===== src/rtl/la_rrarbiter_pkg.sv =====
// ---------------------------------------------------------------------------
// la_rrarbiter_pkg
// Purpose : shared types and helpers for the round-robin arbiter slice.
// Contents:
//   arb_state_e      - arbiter FSM state (idle / owned)
//   owner_width(n)   - width of the owner index and priority pointer,
//                      never narrower than one bit
// ---------------------------------------------------------------------------
package la_rrarbiter_pkg;

    typedef enum logic {
        ST_IDLE  = 1'b0,
        ST_OWNED = 1'b1
    } arb_state_e;

    function automatic int owner_width(input int n);
        return (n > 1) ? $clog2(n) : 1;
    endfunction

endpackage


===== src/rtl/la_rrpick.sv =====
// ---------------------------------------------------------------------------
// la_rrpick
// Purpose : combinational rotating-priority picker. Finds the first set
//           request bit searching ptr, ptr+1, ..., N-1, 0, ..., ptr-1.
// Ports   :
//   req    in  [N-1:0]  request vector (already masked by the caller)
//   ptr    in  [W-1:0]  index of the highest-priority requester
//   onehot out [N-1:0]  one-hot winner, zero when nothing requests
//   index  out [W-1:0]  binary index of the winner
//   valid  out          high when any request bit is set
// ---------------------------------------------------------------------------
module la_rrpick
    import la_rrarbiter_pkg::*;
#(
    parameter int N = 4,
    localparam int W = owner_width(N)
) (
    input  logic [N-1:0] req,
    input  logic [W-1:0] ptr,
    output logic [N-1:0] onehot,
    output logic [W-1:0] index,
    output logic         valid
);

    logic [2*N-1:0] doubled;
    logic [N-1:0]   rotated;
    int             first;
    int             sum;

    // Rotating the doubled vector right by ptr puts requester ptr at bit 0,
    // so a plain lowest-set-bit search follows the round-robin order.
    assign doubled = {req, req};
    assign rotated = N'(doubled >> ptr);
    assign valid   = |req;

    always_comb begin
        first = 0;
        for (int i = N - 1; i >= 0; i--) begin
            if (rotated[i]) begin
                first = i;
            end
        end
        // Undo the rotation: winner = (ptr + first) mod N, with both terms < N.
        sum = int'(ptr) + first;
        if (sum >= N) begin
            sum = sum - N;
        end
        index  = W'(sum);
        onehot = valid ? (N'(1) << index) : '0;
    end

endmodule


===== src/rtl/la_rrarbiter.sv =====
// ---------------------------------------------------------------------------
// la_rrarbiter
// Purpose : round-robin arbiter with grant locking. The winner keeps the
//           grant until it pulses done or drops its request; ownership then
//           passes to the next requester in rotating priority order, on the
//           same edge when another request is pending.
// Ports   :
//   clk    in          rising-edge clock
//   nreset in          asynchronous active-low reset
//   req    in  [N-1:0] level-sensitive request vector
//   done   in          single-cycle "owner finished" pulse, ignored when idle
//   grant  out [N-1:0] registered one-hot grant, zero when idle
//   busy   out         registered, high while a grant is held
//   owner  out [W-1:0] registered index of the current (or last) owner
// ---------------------------------------------------------------------------
module la_rrarbiter
    import la_rrarbiter_pkg::*;
#(
    parameter int N    = 4,
    parameter     PROP = "DEFAULT",
    localparam int W   = owner_width(N)
) (
    input  logic         clk,
    input  logic         nreset,
    input  logic [N-1:0] req,
    input  logic         done,
    output logic [N-1:0] grant,
    output logic         busy,
    output logic [W-1:0] owner
);

    // The property string only steers implementation choices elsewhere; the
    // behavioural model here does not depend on it.
    localparam bit unused_prop = (PROP == "DEFAULT");

    arb_state_e     state;
    logic [W-1:0]   ptr;

    logic           release_now;
    logic [N-1:0]   pick_req;
    logic [N-1:0]   pick_onehot;
    logic [W-1:0]   pick_index;
    logic           pick_valid;
    logic [W-1:0]   next_ptr;

    // While owned, the current owner is masked so a release hands over to a
    // different requester; when idle every request competes.
    assign pick_req    = (state == ST_OWNED) ? (req & ~grant) : req;
    assign release_now = done | ~req[owner];
    assign next_ptr    = (pick_index == W'(N - 1)) ? '0 : (pick_index + W'(1));

    la_rrpick #(
        .N (N)
    ) u_pick (
        .req    (pick_req),
        .ptr    (ptr),
        .onehot (pick_onehot),
        .index  (pick_index),
        .valid  (pick_valid)
    );

    // Single FSM owning grant, busy, owner and ptr. In OWNED without a
    // release nothing is touched, so unknown values on non-granted request
    // bits cannot disturb the held grant.
    always_ff @(posedge clk or negedge nreset) begin
        if (!nreset) begin
            state <= ST_IDLE;
            grant <= '0;
            busy  <= 1'b0;
            owner <= '0;
            ptr   <= '0;
        end else begin
            case (state)
                ST_IDLE: begin
                    if (pick_valid) begin
                        state <= ST_OWNED;
                        grant <= pick_onehot;
                        busy  <= 1'b1;
                        owner <= pick_index;
                        ptr   <= next_ptr;
                    end
                end
                ST_OWNED: begin
                    if (release_now) begin
                        if (pick_valid) begin
                            grant <= pick_onehot;
                            busy  <= 1'b1;
                            owner <= pick_index;
                            ptr   <= next_ptr;
                        end else begin
                            state <= ST_IDLE;
                            grant <= '0;
                            busy  <= 1'b0;
                        end
                    end
                end
                default: begin
                    state <= ST_IDLE;
                    grant <= '0;
                    busy  <= 1'b0;
                end
            endcase
        end
    end

endmodule


===== config.mk =====
export PLATFORM = sky130hd
export DESIGN_NAME = la_rrarbiter
export DESIGN_NICKNAME = d
export VERILOG_FILES = /design/src/rtl/la_rrarbiter_pkg.sv /design/src/rtl/la_rrpick.sv /design/src/rtl/la_rrarbiter.sv
export SDC_FILE = /design/constraint.sdc
export NUM_CORES = 1
export LEC_CHECK = 0
export CAP_MARGIN = 30
export CORE_UTILIZATION = 46
export CTS_BUF_LIST = sky130_fd_sc_hd__clkbuf_4 sky130_fd_sc_hd__clkbuf_8 sky130_fd_sc_hd__clkbuf_16
export DETAILED_ROUTE_END_ITERATION = 8
export MAX_ROUTING_LAYER = met4
export PLACE_DENSITY_LB_ADDON = 0.2
export SLEW_MARGIN = 25
export SYNTH_ARGS = -nofsm -noshare
export SYNTH_HDL_FRONTEND = slang
export SYNTH_HIERARCHICAL = 1
export SYNTH_SLANG_ARGS = --single-unit

===== constraint.sdc =====
create_clock -name clk -period 2.51 [get_ports clk]
set_input_delay 0.3765 -clock clk [delete_from_list [all_inputs] [get_ports clk]]
set_output_delay 0.3765 -clock clk [all_outputs]
set_load 0.01 [all_outputs]

### Word level (Yosys, flattened, before mapping)

Index checks and enable logic that the tools add are counted.

* register bits after elaboration: 10
* input bits: 7
* output and inout port bits: 7
* logic and storage cells: 47

* add/subtract/negate cells: 3
* $lt $le $gt $ge: 2
* equal/unequal tests: 3
* shift-type cells: 2
* muxes and demuxes: 25
* bitwise operators: 5
* reductions and logical operators: 2

Operators by type and width (number)
* 2-bit 2-to-1 mux: 10
* 4-bit 2-to-1 mux: 4
* 2-bit case mux with 2 select lines: 2
* 4-bit case mux with 2 select lines: 1
* 8-bit by 2-bit right shift with 4-bit output: 1
* 1-bit 2-to-1 mux: 5
* 4-bit bitwise AND: 1
* 4-bit NOT: 1
* 1-bit case mux with 2 select lines: 2
* 4-bit OR reduction: 1
* 1-bit by 2-bit left shift with 4-bit output, first input constant: 1
* 2-bit by 2-bit adder with 3-bit output: 1
* 3-bit greater-or-equal comparator, second input constant: 1
* 2-bit by 3-bit less-than comparator with 1-bit output, second input constant: 1
* 2-bit by 1-bit adder with 2-bit output, second input constant: 1
* 1-bit binary-select mux with 2-bit select: 1
* 2-bit equality test, second input constant: 1
* 2-bit by 1-bit != test with 1-bit output, second input constant: 1
* 2-bit != test, second input constant: 1
* 1-bit NOT: 2
* 2-bit AND reduction: 1
* 2-bit by 1-bit subtractor with 2-bit output, second input constant: 1
* 1-bit OR: 1

### Logic depth before layout (Yosys ltp)

Gate-level depths: netlist of run 1.

* word-level depth: 16
* mapped depth: 13
* mapped depth without buffers: 12

### Modules after synthesis

The synthesis of run 1 kept the hierarchy.

By module, submodules not included
* la_rrarbiter: times used 1, cells an instance 45, area each 568.0 um^2, seq. area each 250.2 um^2
* la_rrpick: times used 1, cells an instance 38, area each 265.3 um^2, seq. area each 0.0 um^2

### Worst setup path after synthesis of run 1

OpenSTA, ideal clock, no wires.

* path type: register -> register
* start: register state
* end: register ptr[1]
* setup time: 0.125 ns
* data arrival time: 2.544 ns
* required time: 2.385 ns
* slack: -0.160 ns
* cell stages (with the launch flop): 12
* path buffers: 0
* period minus slack after synthesis: 2.670 ns
* cell sequence: dfrtp_1 > a21boi_0 > nor2b_1 > a21oi_1 > o211ai_1 > o21a_1 > ha_1 > xor2_1 > nand4_1 > nand2_1 > ha_1 > mux2_4

* longest elaborated chain between the ends: 14
* elaborated cells between the ends (all ways): 19
* classes of those cells: add/sub (3); order compare (1); eq/ne (2); shift (1); mux (10); bitwise (1); reduce/logical (1)

Ends and longest elaborated chain
* start, declared: RTL line la_rrarbiter.sv:36 `arb_state_e state;`
* start signal, assigned: RTL line la_rrarbiter.sv:67 `state <= ST_IDLE;`
* start signal, assigned: RTL line la_rrarbiter.sv:76 `state <= ST_OWNED;`
* start signal, assigned: RTL line la_rrarbiter.sv:91 `state <= ST_IDLE;`
* 4-bit 2-to-1 mux (*): RTL line la_rrarbiter.sv:48 `assign pick_req = (state == ST_OWNED) ? (req & ~grant) : req;`
* via pick_req[2]: RTL line la_rrarbiter.sv:40 `logic [N-1:0] pick_req;`
* 8-bit by 2-bit right shift with 4-bit output (*): RTL line la_rrpick.sv:33 `assign rotated = N'(doubled >> ptr);`
* 2-bit 2-to-1 mux (3 in series): RTL line la_rrpick.sv:39 `if (rotated[i]) begin`
* 2-bit 2-to-1 mux (*): RTL line la_rrpick.sv:39
* 2-bit by 2-bit adder with 3-bit output (*): RTL line la_rrpick.sv:44 `sum = int'(ptr) + first;`
* 3-bit greater-or-equal comparator or 2-bit by 1-bit subtractor with 2-bit output (tied branches): RTL line la_rrpick.sv:45, la_rrpick.sv:46
* 2-bit 2-to-1 mux (*): RTL line la_rrpick.sv:45 `if (sum >= N) begin`
* via pick_index[1]: RTL line la_rrarbiter.sv:42 `logic [W-1:0] pick_index;`
* 2-bit by 1-bit adder with 2-bit output or 2-bit equality test (tied branches): RTL line la_rrarbiter.sv:50 `assign next_ptr = (pick_index == W'(N - 1)) ? '0 : (pick_index + W'(1));`
* 2-bit 2-to-1 mux (*): RTL line la_rrarbiter.sv:50
* via next_ptr[1]: RTL line la_rrarbiter.sv:44 `logic [W-1:0] next_ptr;`
* 2-bit 2-to-1 mux (*): RTL line la_rrarbiter.sv:75, la_rrarbiter.sv:85
* 2-bit 2-to-1 mux: RTL line la_rrarbiter.sv:84 `if (release_now) begin`
* 2-bit case mux with 2 select lines (*): RTL line la_rrarbiter.sv:73 `case (state)`
* end signal, assigned: RTL line la_rrarbiter.sv:80 `ptr <= next_ptr;`
* end signal, assigned: RTL line la_rrarbiter.sv:89 `ptr <= next_ptr;`
* end, declared: RTL line la_rrarbiter.sv:37 `logic [W-1:0] ptr;`

Mark *: on every way through the listed nets, which the timed path passes. The rest lies on a longest branch. The select of a mux whose other input is x is not followed.
A chain may end at the register's enable or synchronous reset.

### Worst setup path in the final report of run 1

Ends and elaborated chain as after synthesis.

==> flow_summary.ini, run 1 <==
[synthesis]
synth.avg_cell_area_sq_um = 10.0
post_synth_fa_ha_maj_area_fraction_pct = 3.00
ys_seq_area_share_pct = 30.0
yosys-mux-area-fraction_pct = 12.2
yosysUniqueCellTypes = 35
yosys_warnings = 6
total_of_flip_flops_plus_latches_after_synthesis = 10
synth.net_count = 92
synth-compound-area-share_pct = 24.6
ys_top_cells_by_area = sky130_fd_sc_hd__dfrtp_1, sky130_fd_sc_hd__mux2_4, sky130_fd_sc_hd__a32o_1
post_synth_instance_area_sq_um = 833
yosys.area_share.xor_xnor_pct = 1.05
synth_simple_gate_area_share_pct = 25.8
synth_top_family_by_area = simple AND/OR/NAND/NOR gates
post_synth_inst_count = 83
yosys.area.top_type_share_pct = 30.0
yosysTopAreaCell = sky130_fd_sc_hd__dfrtp_1

[worst_setup_path]
reg2reg_from = state$_DFF_PN0_
type_of_element_capturing_the_critical_path = flop
timing_worst_setup_path_type = reg -> reg
reg2reg_depth = 12
critical_path.startpoint_type = flop
setup.reg_to_reg.worst_slack_ns = 0.01
path_max_fanout = 6
worstPathArrival_ns = 2.64
cp_data_required_time_ns = 2.66
regToRegEndpoint = ptr[1]$_DFFE_PN0P_

[route]
wl_per_cell_microns = 14.7
drcViolationCount = 0
routed_via_density = 5.56
firstDrtPassIters = 4
total_routed_length_microns = 2060
drtAntennaViolNets = 0
detailedRoute.firstIterationViolations = 17
via_count = 779

[timing]
timing.fmax_ghz = 0.401
clock-skew-final_ns = 0.00435
timing.slew.headroom_pct = 69.7
rsz0062_at_grt = true
slew_violations = 0
total_of_endpoints_with_negative_setup_slack_in_the_final_report = 0
slew_at_the_pin_with_the_worst_max_slew_slack_ns = 0.453
setup_total_negative_slack_ns = 0
timing.final.crit_share_pct = 99.4
timing.final.crit_period_ns = 2.50
hold_violations = 0
hold_ws_ns = 0.430

[grt]
via_count_of_the_first_global_routing_pass = 744
grt-busiest-layer = met2
groute.layer.met1.usage_pct = 33.1
gr-usage-met2_pct = 33.5
maximum_number_of_pins_on_one_net_before_global_route_repair = 14
met3_usage_pct = 2.45
antenna_found_initial = 0
overall_overflow_remaining_after_global_route = 0
grt_usage_pct = 23.3
grt_pass1_wl_microns = 3300

[place]
number_of_buffers_inserted_by_port_buffering = 13
place.detailed.hpwl_microns = 1460
gp_congestion = 0.768
placed_area_sq_um = 1080

[run]
maxCapViolations = 0

[finish]
nFillCells = 126
postLayoutCellArea_sq_um = 1220
nets = 125
synthToLayoutAreaGrowth_pct = 46.8
final_util_pct = 71.6
most-common-layout-cells = sky130_fd_sc_hd__buf_4, sky130_fd_sc_hd__dfrtp_1, sky130_fd_sc_hd__clkdlybuf4s50_1, sky130_fd_sc_hd__nand2_1, sky130_fd_sc_hd__nor3b_1
drive_gt1_share_pct = 44.3
antenna_cells_inserted = 0
mostFrequentLayoutCell = sky130_fd_sc_hd__buf_4

[floorplan]
die-height_microns = 44.6
floorplan.io_pins = 14
core.rowCount = 15
start_util_pct = 48.8
die-width_microns = 44.6
coreArea_sq_um = 1710
fp.dieArea_sq_um = 1990

[clocking]
ctsHtreeMaxLevel = 1
cts_root_buf = sky130_fd_sc_hd__clkbuf_4
ctsHoldBuffers = 0
clock_tree_from_tritoncts = built
clkSlewWorstSetupHoldPaths_ns = 0.07
cts.sinks = 10
number_of_buffers_added_by_the_clock_tree_synthesis_step = 3
worst_skew_pair_latency_ns = 0.26
cts_max_path_buffers = 2

[run_status]
status = finished, final reports clean

[power]
irDropWorstVdd_mv = 0.992
power_per_cell_area_nw_per_um2 = 1340
power.leakage_nw = 0.545

[hold_path]
hold_path.class = in -> async
area by class of cell:
cell class | count | area [sq um] | area share (%)
Multi-Input combinational cell | 70 | 637 | 52.0
Timing Repair Buffer | 31 | 268 | 21.9
Sequential cell | 10 | 251 | 20.6
Clock buffer | 4 | 36.3 | 2.97
Tap cell | 25 | 31.3 | 2.56
worst max-delay path, stage by stage, from the launching register on:
cell and delay, ns:
sky130_fd_sc_hd__dfrtp_2 0.47, sky130_fd_sc_hd__a21boi_2 0.17, sky130_fd_sc_hd__buf_6 0.14, sky130_fd_sc_hd__nand2b_1 0.08, sky130_fd_sc_hd__a21oi_2 0.14, sky130_fd_sc_hd__o211ai_1 0.12
sky130_fd_sc_hd__o21a_1 0.14, sky130_fd_sc_hd__ha_2 0.18, sky130_fd_sc_hd__xor2_2 0.15, sky130_fd_sc_hd__a31o_2 0.23, sky130_fd_sc_hd__nand2_2 0.10, sky130_fd_sc_hd__ha_4 0.20
sky130_fd_sc_hd__mux2_4 0.26
power by group:
part,internal [mW],switching (mW)
clock,0.0879,0.0537
sequential,0.235,0.102
combinational,0.672,0.486
total,0.995,0.642
state kept, by name, indices dropped and copies added (netlist names):
name	count
grant	4
ptr	2
owner	2
state	1
busy	1
synthesized netlist by cell type (all sizes together):
library cell / instances
or4: 1
and2b: 2
o21a: 1
a31o: 1
mux2i: 3
mux2: 5
o22ai: 1
or2b: 1
nor3b: 6
a22oi: 1
a31oi: 1
o21ai: 5
o211ai: 1
nor2b: 2
buf: 3
nand2b: 3
a21boi: 5
a21oi: 5
a32o: 4
nor2: 5
o2bb2ai: 1
or2: 1
dfrtp: 10
and3b: 3
nand2: 7
nand4: 1
nor3: 1
ha: 2
xor2: 1
per-layer routing:
layer | vias to the layer above | share of wire, %
li1 | 382 | -
met1 | 374 | 48
met2 | 21 | 48
met3 | 2 | 3.3
met4 | 0 | 0.49
met5 | - | 0
worst max-delay path by stage:
| stage | startpoint | end | slack [ns] | cells past startpoint |
|---|---|---|---|---|
| finish | state$_DFF_PN0_ | ptr[1]$_DFFE_PN0P_ | 0.01 | 12 |
| global placement | req[1] | ptr[1]$_DFFE_PN0P_ | -0.36 | 13 |
| floorplan | state$_DFF_PN0_ | ptr[1]$_DFFE_PN0P_ | 0.05 | 10 |
| global route | state$_DFF_PN0_ | ptr[1]$_DFFE_PN0P_ | -0.08 | 11 |
| CTS | state$_DFF_PN0_ | ptr[1]$_DFFE_PN0P_ | 0.01 | 11 |
| detailed placement | req[0] | ptr[1]$_DFFE_PN0P_ | -0.42 | 11 |
metrics by stage:
stage | power (mW) | setup slack [ns] | cells
after global routing | 1.78 | -0.0847 | 140
after floorplan | 1.00 | 0.0461 | 83
after CTS | 1.55 | 0.0123 | 138
after global placement | 1.31 | -0.355 | 133
final | 1.64 | 0.0139 | 140
after detailed placement | 1.34 | -0.415 | 133
timing repair:
item	CTS	global route
buffers inserted	1	2
setup endpoints to repair	4	7
pin swaps	5	5
gates resized for setup	16	9
cell families after synthesis:
family / Yosys count
XOR/XNOR: 1
AND/OR/NAND/NOR: 33
multiplexers: 8
AO/OA/AOI/OAI: 26
buffers and inverters: 3
flip-flops: 10
adder cells (fa/ha/maj): 2
(Power assumes the default switching activity.)
==> run 2: changes to the inputs <==
GPL_TIMING_DRIVEN = 0   (was unset)
HOLD_SLACK_MARGIN = 0.15   (was unset)
==> run 2 against run 1 <==
Setup slack better by 0.027 ns. Utilization decreased by 1.8 points. Combinational power decreased by 4%. Routed wire length down 7.7%. Count of clock-buffer cells in the layout did not move. Maximum frequency rose by 1.1%. Die area stayed put. Critical path type unchanged. Largest cell class unchanged. Highest routed layer unchanged.
==> flow_summary.ini, run 2 (synthesis gave the netlist of run 1 again) <==
[route]
drcViolationCount = 0
drtAntennaViolNets = 0
routed_via_density = 5.61
detailedRoute.firstIterationViolations = 9
total_routed_length_microns = 1900
firstDrtPassIters = 4
wl_per_cell_microns = 14.0
via_count = 763

[worst_setup_path]
regToRegEndpoint = ptr[1]$_DFFE_PN0P_
setup.reg_to_reg.worst_slack_ns = 0.04
path_max_fanout = 6
cp-endpoint = ptr[1]$_DFFE_PN0P_
worst_setup_path_startpoint = state$_DFF_PN0_
critical_path.startpoint_type = flop
type_of_element_capturing_the_critical_path = flop
reg2reg_depth = 12
cp_data_required_time_ns = 2.65
reg2reg_from = state$_DFF_PN0_
timing_worst_setup_path_type = reg -> reg
worstPathArrival_ns = 2.61

[place]
placed_area_sq_um = 998
numPlacedInstances = 121
gp_congestion = 0.869
place.detailed.hpwl_microns = 1290
number_of_buffers_inserted_by_port_buffering = 13

[finish]
top_regs = grant: 4 flops, owner: 2 flops, ptr: 2 flops
synthToLayoutAreaGrowth_pct = 43.2
nets = 121
registers.top_by_ff_count = grant
layoutNonFillerInstCount = 136
drive_gt1_share_pct = 40.5
antenna_cells_inserted = 0
mostFrequentLayoutCell = sky130_fd_sc_hd__buf_4
most-common-layout-cells = sky130_fd_sc_hd__buf_4, sky130_fd_sc_hd__dfrtp_1, sky130_fd_sc_hd__clkdlybuf4s50_1
nFillCells = 137
postLayoutCellArea_sq_um = 1190
max_reg_flops = 4

[timing]
timing.final.crit_period_ns = 2.47
hold_violations = 0
slew_at_the_pin_with_the_worst_max_slew_slack_ns = 0.435
timing.slew.headroom_pct = 70.9
clock-skew-final_ns = 0.00610
timing.final.crit_share_pct = 98.4
slew_violations = 0
rsz0062_at_grt = true
total_of_endpoints_with_negative_setup_slack_in_the_final_report = 0
hold_ws_ns = 0.423
timing.fmax_ghz = 0.405

[grt]
via_count_of_the_first_global_routing_pass = 719
grt_usage_pct = 21.8
maximum_number_of_pins_on_one_net_before_global_route_repair = 11
antenna_found_initial = 0
overall_overflow_remaining_after_global_route = 0
grt_pass1_wl_microns = 3130

[clocking]
cts_max_path_buffers = 2
clkSlewWorstSetupHoldPaths_ns = 0.06
number_of_buffers_added_by_the_clock_tree_synthesis_step = 3
ctsHtreeMaxLevel = 1
worst_skew_pair_latency_ns = 0.26
clock_tree_from_tritoncts = built
cts_root_buf = sky130_fd_sc_hd__clkbuf_4
cts.sinks = 10

[floorplan]
coreArea_sq_um = 1710
die-height_microns = 44.6
die-width_microns = 44.6
core.rowCount = 15
fp.dieArea_sq_um = 1990
start_util_pct = 48.8
floorplan.io_pins = 14

[run_status]
status = finished, final reports clean

[power]
irDropWorstVdd_mv = 0.866
power.leakage_nw = 0.521
power_per_cell_area_nw_per_um2 = 1320

[hold_path]
hold_path.class = in -> async

[run]
maxCapViolations = 0
run 2: worst min-delay path by stage:
stage                                       to  slack, ns                  from  depth (start not counted)
final                     grant[0]$_DFFE_PN0P_       0.42                nreset                          1
after global routing      grant[0]$_DFFE_PN0P_       0.45                nreset                          1
after CTS                 owner[1]$_DFFE_PN0P_       0.44                nreset                          1
after detailed placement  grant[1]$_DFFE_PN0P_       0.51  grant[1]$_DFFE_PN0P_                          1
after global placement    grant[0]$_DFFE_PN0P_       0.51  grant[0]$_DFFE_PN0P_                          1
after floorplan               busy$_DFFE_PN0P_       0.08                nreset                          0
run 2: repair_timing:
item	in CTS	in global routing
pin swaps	2	8
endpoints found under the setup margin	7	4
buffers inserted	8	3
resized for setup	16	6
hold buffers	0	0
run 2: power breakdown:
group | switching [mW] | leakage, nW | internal [mW] | total [mW]
Sequential | 0.0994 | 0.118 | 0.235 | 0.334
Clock | 0.0501 | 0.0210 | 0.0878 | 0.138
Combinational | 0.473 | 0.382 | 0.636 | 1.11
Total | 0.622 | 0.521 | 0.959 | 1.58
run 2: layer usage:
layer	GRT usage [%]	vias to the layer above	part of all wire (%)
li1	-	367	-
met1	30.0	376	48
met2	33.5	18	48
met3	2.45	2	3.7
met4	7.27	0	0.47
met5	-	-	0
run 2: stage by stage:
step           utilization, %  power (mW)  setup slack [ns]  TNS, ns
5_1_grt                  69.9        1.72           -0.0314  -0.0405
2_1_floorplan               -        1.00            0.0461        0
3_5_place_dp             58.5        1.23            -0.754    -3.89
6_report                 69.9        1.58            0.0405        0
3_3_place_gp             58.5        1.20            -0.691    -3.38
4_1_cts                  66.9        1.49            0.0288        0
run 2: layout make-up:
cell class	count	area [sq um]	share of cell area, %
plain buffers	3	27.5	2.31
clock buffers	4	36.3	3.04
multi-input cells	70	636	53.2
flip-flops and latches	10	251	21.1
well taps	25	31.3	2.62
repair buffers	24	211	17.7
run 2: critical path, cell delays in order, from the launching register on:
cell and delay (ns):
sky130_fd_sc_hd__dfrtp_2 0.48, sky130_fd_sc_hd__a21boi_2 0.16, sky130_fd_sc_hd__buf_6 0.14, sky130_fd_sc_hd__nand2b_1 0.07, sky130_fd_sc_hd__a21oi_2 0.13, sky130_fd_sc_hd__o211ai_1 0.10, sky130_fd_sc_hd__o21a_1 0.13, sky130_fd_sc_hd__ha_2 0.18
sky130_fd_sc_hd__xor2_2 0.18, sky130_fd_sc_hd__a31o_2 0.23, sky130_fd_sc_hd__nand2_2 0.09, sky130_fd_sc_hd__ha_4 0.19, sky130_fd_sc_hd__mux2_4 0.26
==> run 3: changes to the inputs <==
CORE_UTILIZATION = 44   (was 46)
SYNTH_HIERARCHICAL = unset   (was 1)
==> run 3 against run 2 <==
Register-to-register slack gained 0.05 ns. Highest routed layer unchanged. Synthesized cell count shrank 1.2%. Non-clock buffer count shrank 9. Count of clock-buffer cells in the layout is the same. Final area shrank 19%. Clock skew shrank 0.00061 ns. Clock power grew 11%. Area after synthesis shrank 14%. Cell count shrank 14%. Routed wire length shrank 2.8%.
==> flow_summary.ini, run 3 <==
[run_status]
status = finished, final reports clean

[synthesis]
yosys_warnings = 0
post_synth_instance_area_sq_um = 719
synth_top_cells_by_count = sky130_fd_sc_hd__inv_1, sky130_fd_sc_hd__dfrtp_1, sky130_fd_sc_hd__nand2_1, sky130_fd_sc_hd__nor2_1
synth.net_count = 92
ys_seq_area_share_pct = 34.8
synth_top_flop_cell = sky130_fd_sc_hd__dfrtp_1
yosys.area.top_type_share_pct = 34.8
ys_async_sr_fraction_pct = 100
yosysUniqueCellTypes = 28
post_synth_inst_count = 82
ys_top_cells_by_area = sky130_fd_sc_hd__dfrtp_1, sky130_fd_sc_hd__inv_1, sky130_fd_sc_hd__ha_1
yosysTopAreaCell = sky130_fd_sc_hd__dfrtp_1
synth_most_common_cell = sky130_fd_sc_hd__inv_1
synth.avg_cell_area_sq_um = 8.77
total_of_flip_flops_plus_latches_after_synthesis = 10
synth_enable_flop_cells = 0

[route]
drcViolationCount = 0
via_count = 709
detailedRoute.firstIterationViolations = 34
total_routed_length_microns = 1850
firstDrtPassIters = 4
routed_via_density = 6.06
drtAntennaViolNets = 0
wl_per_cell_microns = 15.8

[finish]
postLayoutCellArea_sq_um = 966
max_reg_flops = 4
nFillCells = 130
antenna_cells_inserted = 0
synthToLayoutAreaGrowth_pct = 34.3
drive_gt1_share_pct = 26.7
most-common-layout-cells = sky130_fd_sc_hd__clkdlybuf4s50_1, sky130_fd_sc_hd__inv_1, sky130_fd_sc_hd__nand2_1, sky130_fd_sc_hd__dfrtp_1, sky130_fd_sc_hd__nor2_1
registers.top_by_ff_count = grant
top_regs = grant: 4 flops, owner: 2 flops, ptr: 2 flops
mostFrequentLayoutCell = sky130_fd_sc_hd__clkdlybuf4s50_1
nets = 112

[timing]
hold_ws_ns = 0.417
timing.final.crit_period_ns = 2.42
hold_violations = 0
timing.fmax_ghz = 0.413
total_of_endpoints_with_negative_setup_slack_in_the_final_report = 0
rsz0062_at_grt = false
slew_violations = 0
layout_setup_ws_ns = 0.0899
timing.final.crit_share_pct = 96.4
timing.slew.headroom_pct = 58.1
clock-skew-final_ns = 0.00549
slew_at_the_pin_with_the_worst_max_slew_slack_ns = 0.623

[clocking]
number_of_buffers_added_by_the_clock_tree_synthesis_step = 3
cts_root_buf = sky130_fd_sc_hd__clkbuf_4
clock_tree_from_tritoncts = built
worst_skew_pair_latency_ns = 0.28
cts.sinks = 10
ctsHtreeMaxLevel = 1
ctsHoldBuffers = 0
clkSlewWorstSetupHoldPaths_ns = 0.07
cts_max_path_buffers = 2

[worst_setup_path]
reg2reg_from = ptr[0]$_DFFE_PN0P_
path_max_fanout = 5
setup.reg_to_reg.worst_slack_ns = 0.09
cp_data_required_time_ns = 2.71
worstPathArrival_ns = 2.62
worst_setup_path_startpoint = ptr[0]$_DFFE_PN0P_
critical_path.startpoint_type = flop
type_of_element_capturing_the_critical_path = flop
timing_worst_setup_path_type = reg -> reg

[power]
clock_power_share_pct = 10.8
total_switching_power_mw = 0.622
switching_share_of_power_pct = 44.0
irDropWorstVdd_mv = 0.718
comb_power_share_pct = 67.4
seq_power_share_pct = 21.8
power_per_cell_area_nw_per_um2 = 1460
p_int_mw = 0.793
power.leakage_nw = 0.430

[place]
gp_congestion = 0.883
place.detailed.hpwl_microns = 1310
number_of_buffers_inserted_by_port_buffering = 13
placed_area_sq_um = 870
detailedPlace.worstSlack_ns = -0.349

[grt]
maximum_number_of_pins_on_one_net_before_global_route_repair = 11
antenna_found_initial = 0
via_count_of_the_first_global_routing_pass = 670
grt_pass1_wl_microns = 3030
overall_overflow_remaining_after_global_route = 0
grt_usage_pct = 22.6

[floorplan]
die-width_microns = 42.4
core.rowCount = 14
floorplan.io_pins = 14
coreArea_sq_um = 1520
die-height_microns = 42.4
start_util_pct = 47.2
fp.dieArea_sq_um = 1800

[hold_path]
hold_path.class = in -> async

[run]
maxCapViolations = 0
## run 3: cell count changes after synthesis, sizes merged, moves of 3 or more
cell    delta
a21boi     -3
o31ai      +3
nand2      +3
inv       +12
a32o       -4
a221o      +3
and3b      -3
nor3b      -6
## run 3: through the flow
step | utilization [%] | total power [mW] | TNS (ns) | cells
after global placement | 57.1 | 1.09 | -0.717 | 111
after CTS | 60.3 | 1.30 | 0 | 115
after global routing | 63.4 | 1.53 | 0 | 117
after floorplan | - | 0.880 | 0 | 82
final | 63.4 | 1.42 | 0 | 117
after detailed placement | 57.1 | 1.11 | -0.836 | 111
## run 3: critical path: stages (launching register included)
cell	delay [ns]
sky130_fd_sc_hd__dfrtp_2	0.45
sky130_fd_sc_hd__mux2_4	0.31
sky130_fd_sc_hd__a221o_1	0.34
sky130_fd_sc_hd__a211o_2	0.32
sky130_fd_sc_hd__o21ai_2	0.06
sky130_fd_sc_hd__ha_2	0.22
sky130_fd_sc_hd__inv_2	0.06
sky130_fd_sc_hd__and3_4	0.16
sky130_fd_sc_hd__nor2_2	0.11
sky130_fd_sc_hd__ha_1	0.15
sky130_fd_sc_hd__inv_1	0.04
sky130_fd_sc_hd__o22ai_1	0.13
## run 3: per-layer routing
layer | wire length [microns] | share of wire (%) | track usage [%]
met5 | 0 | 0 | -
met4 | 42 | 2.3 | 15.6
met3 | 53 | 2.9 | 2.16
met2 | 926 | 50 | 32.0
met1 | 824 | 45 | 30.3
## run 3: path summary, 6_finish.rpt
kind	to	cells past startpoint
setup / recovery	grant[2]$_DFFE_PN0P_	11
hold / removal	busy$_DFFE_PN0P_	1
setup reg to reg	grant[2]$_DFFE_PN0P_	11
hold reg to reg	ptr[1]$_DFFE_PN0P_	2
max in group asynchronous	ptr[0]$_DFFE_PN0P_	1
min in group clk	ptr[1]$_DFFE_PN0P_	2
## run 3: final cells by class
type                    instances  area [sq um]  share of cell area, %
multi-input cells              57           449                   46.5
inverters                      12          45.0                   4.66
clock buffers                   4          36.3                   3.76
plain buffers                   3          16.3                   1.68
well taps                      16          20.0                   2.07
repair buffers                 15           148                   15.3
flip-flops and latches         10           251                   26.0
## run 3: cell families (layout without fill, tap and decap cells)
| family | Yosys count | count (layout) | share of synthesized area [%] |
|---|---|---|---|
| AO/OA/AOI/OAI | 26 | 26 | 27.5 |
| buffers and inverters | 15 | 34 | 8.17 |
| AND/OR/NAND/NOR | 22 | 22 | 13.6 |
| adder cells (fa/ha/maj) | 3 | 3 | 5.22 |
| flip-flops | 10 | 10 | 34.8 |
| multiplexers | 6 | 6 | 10.8 |
## run 3: repair_timing
action | 4_1_cts | 5_1_grt
pin swaps | 0 | 4
resized for setup | 4 | 11
setup buffers | 0 | 2
endpoints found under the setup margin | 1 | 3
endpoints found under the hold margin | 0 | 0
gates cloned | 0 | 0
## run 3: power groups by stage
| stage | clock, mW | sequential [mW] | combinational (mW) |
|---|---|---|---|
| final | 0.153 | 0.308 | 0.954 |
| after detailed placement | 0 | 0.308 | 0.806 |
| after global routing | 0.159 | 0.321 | 1.05 |
| after global placement | 0 | 0.303 | 0.790 |
| after floorplan | 0 | 0.311 | 0.570 |
| after CTS | 0.154 | 0.308 | 0.835 |
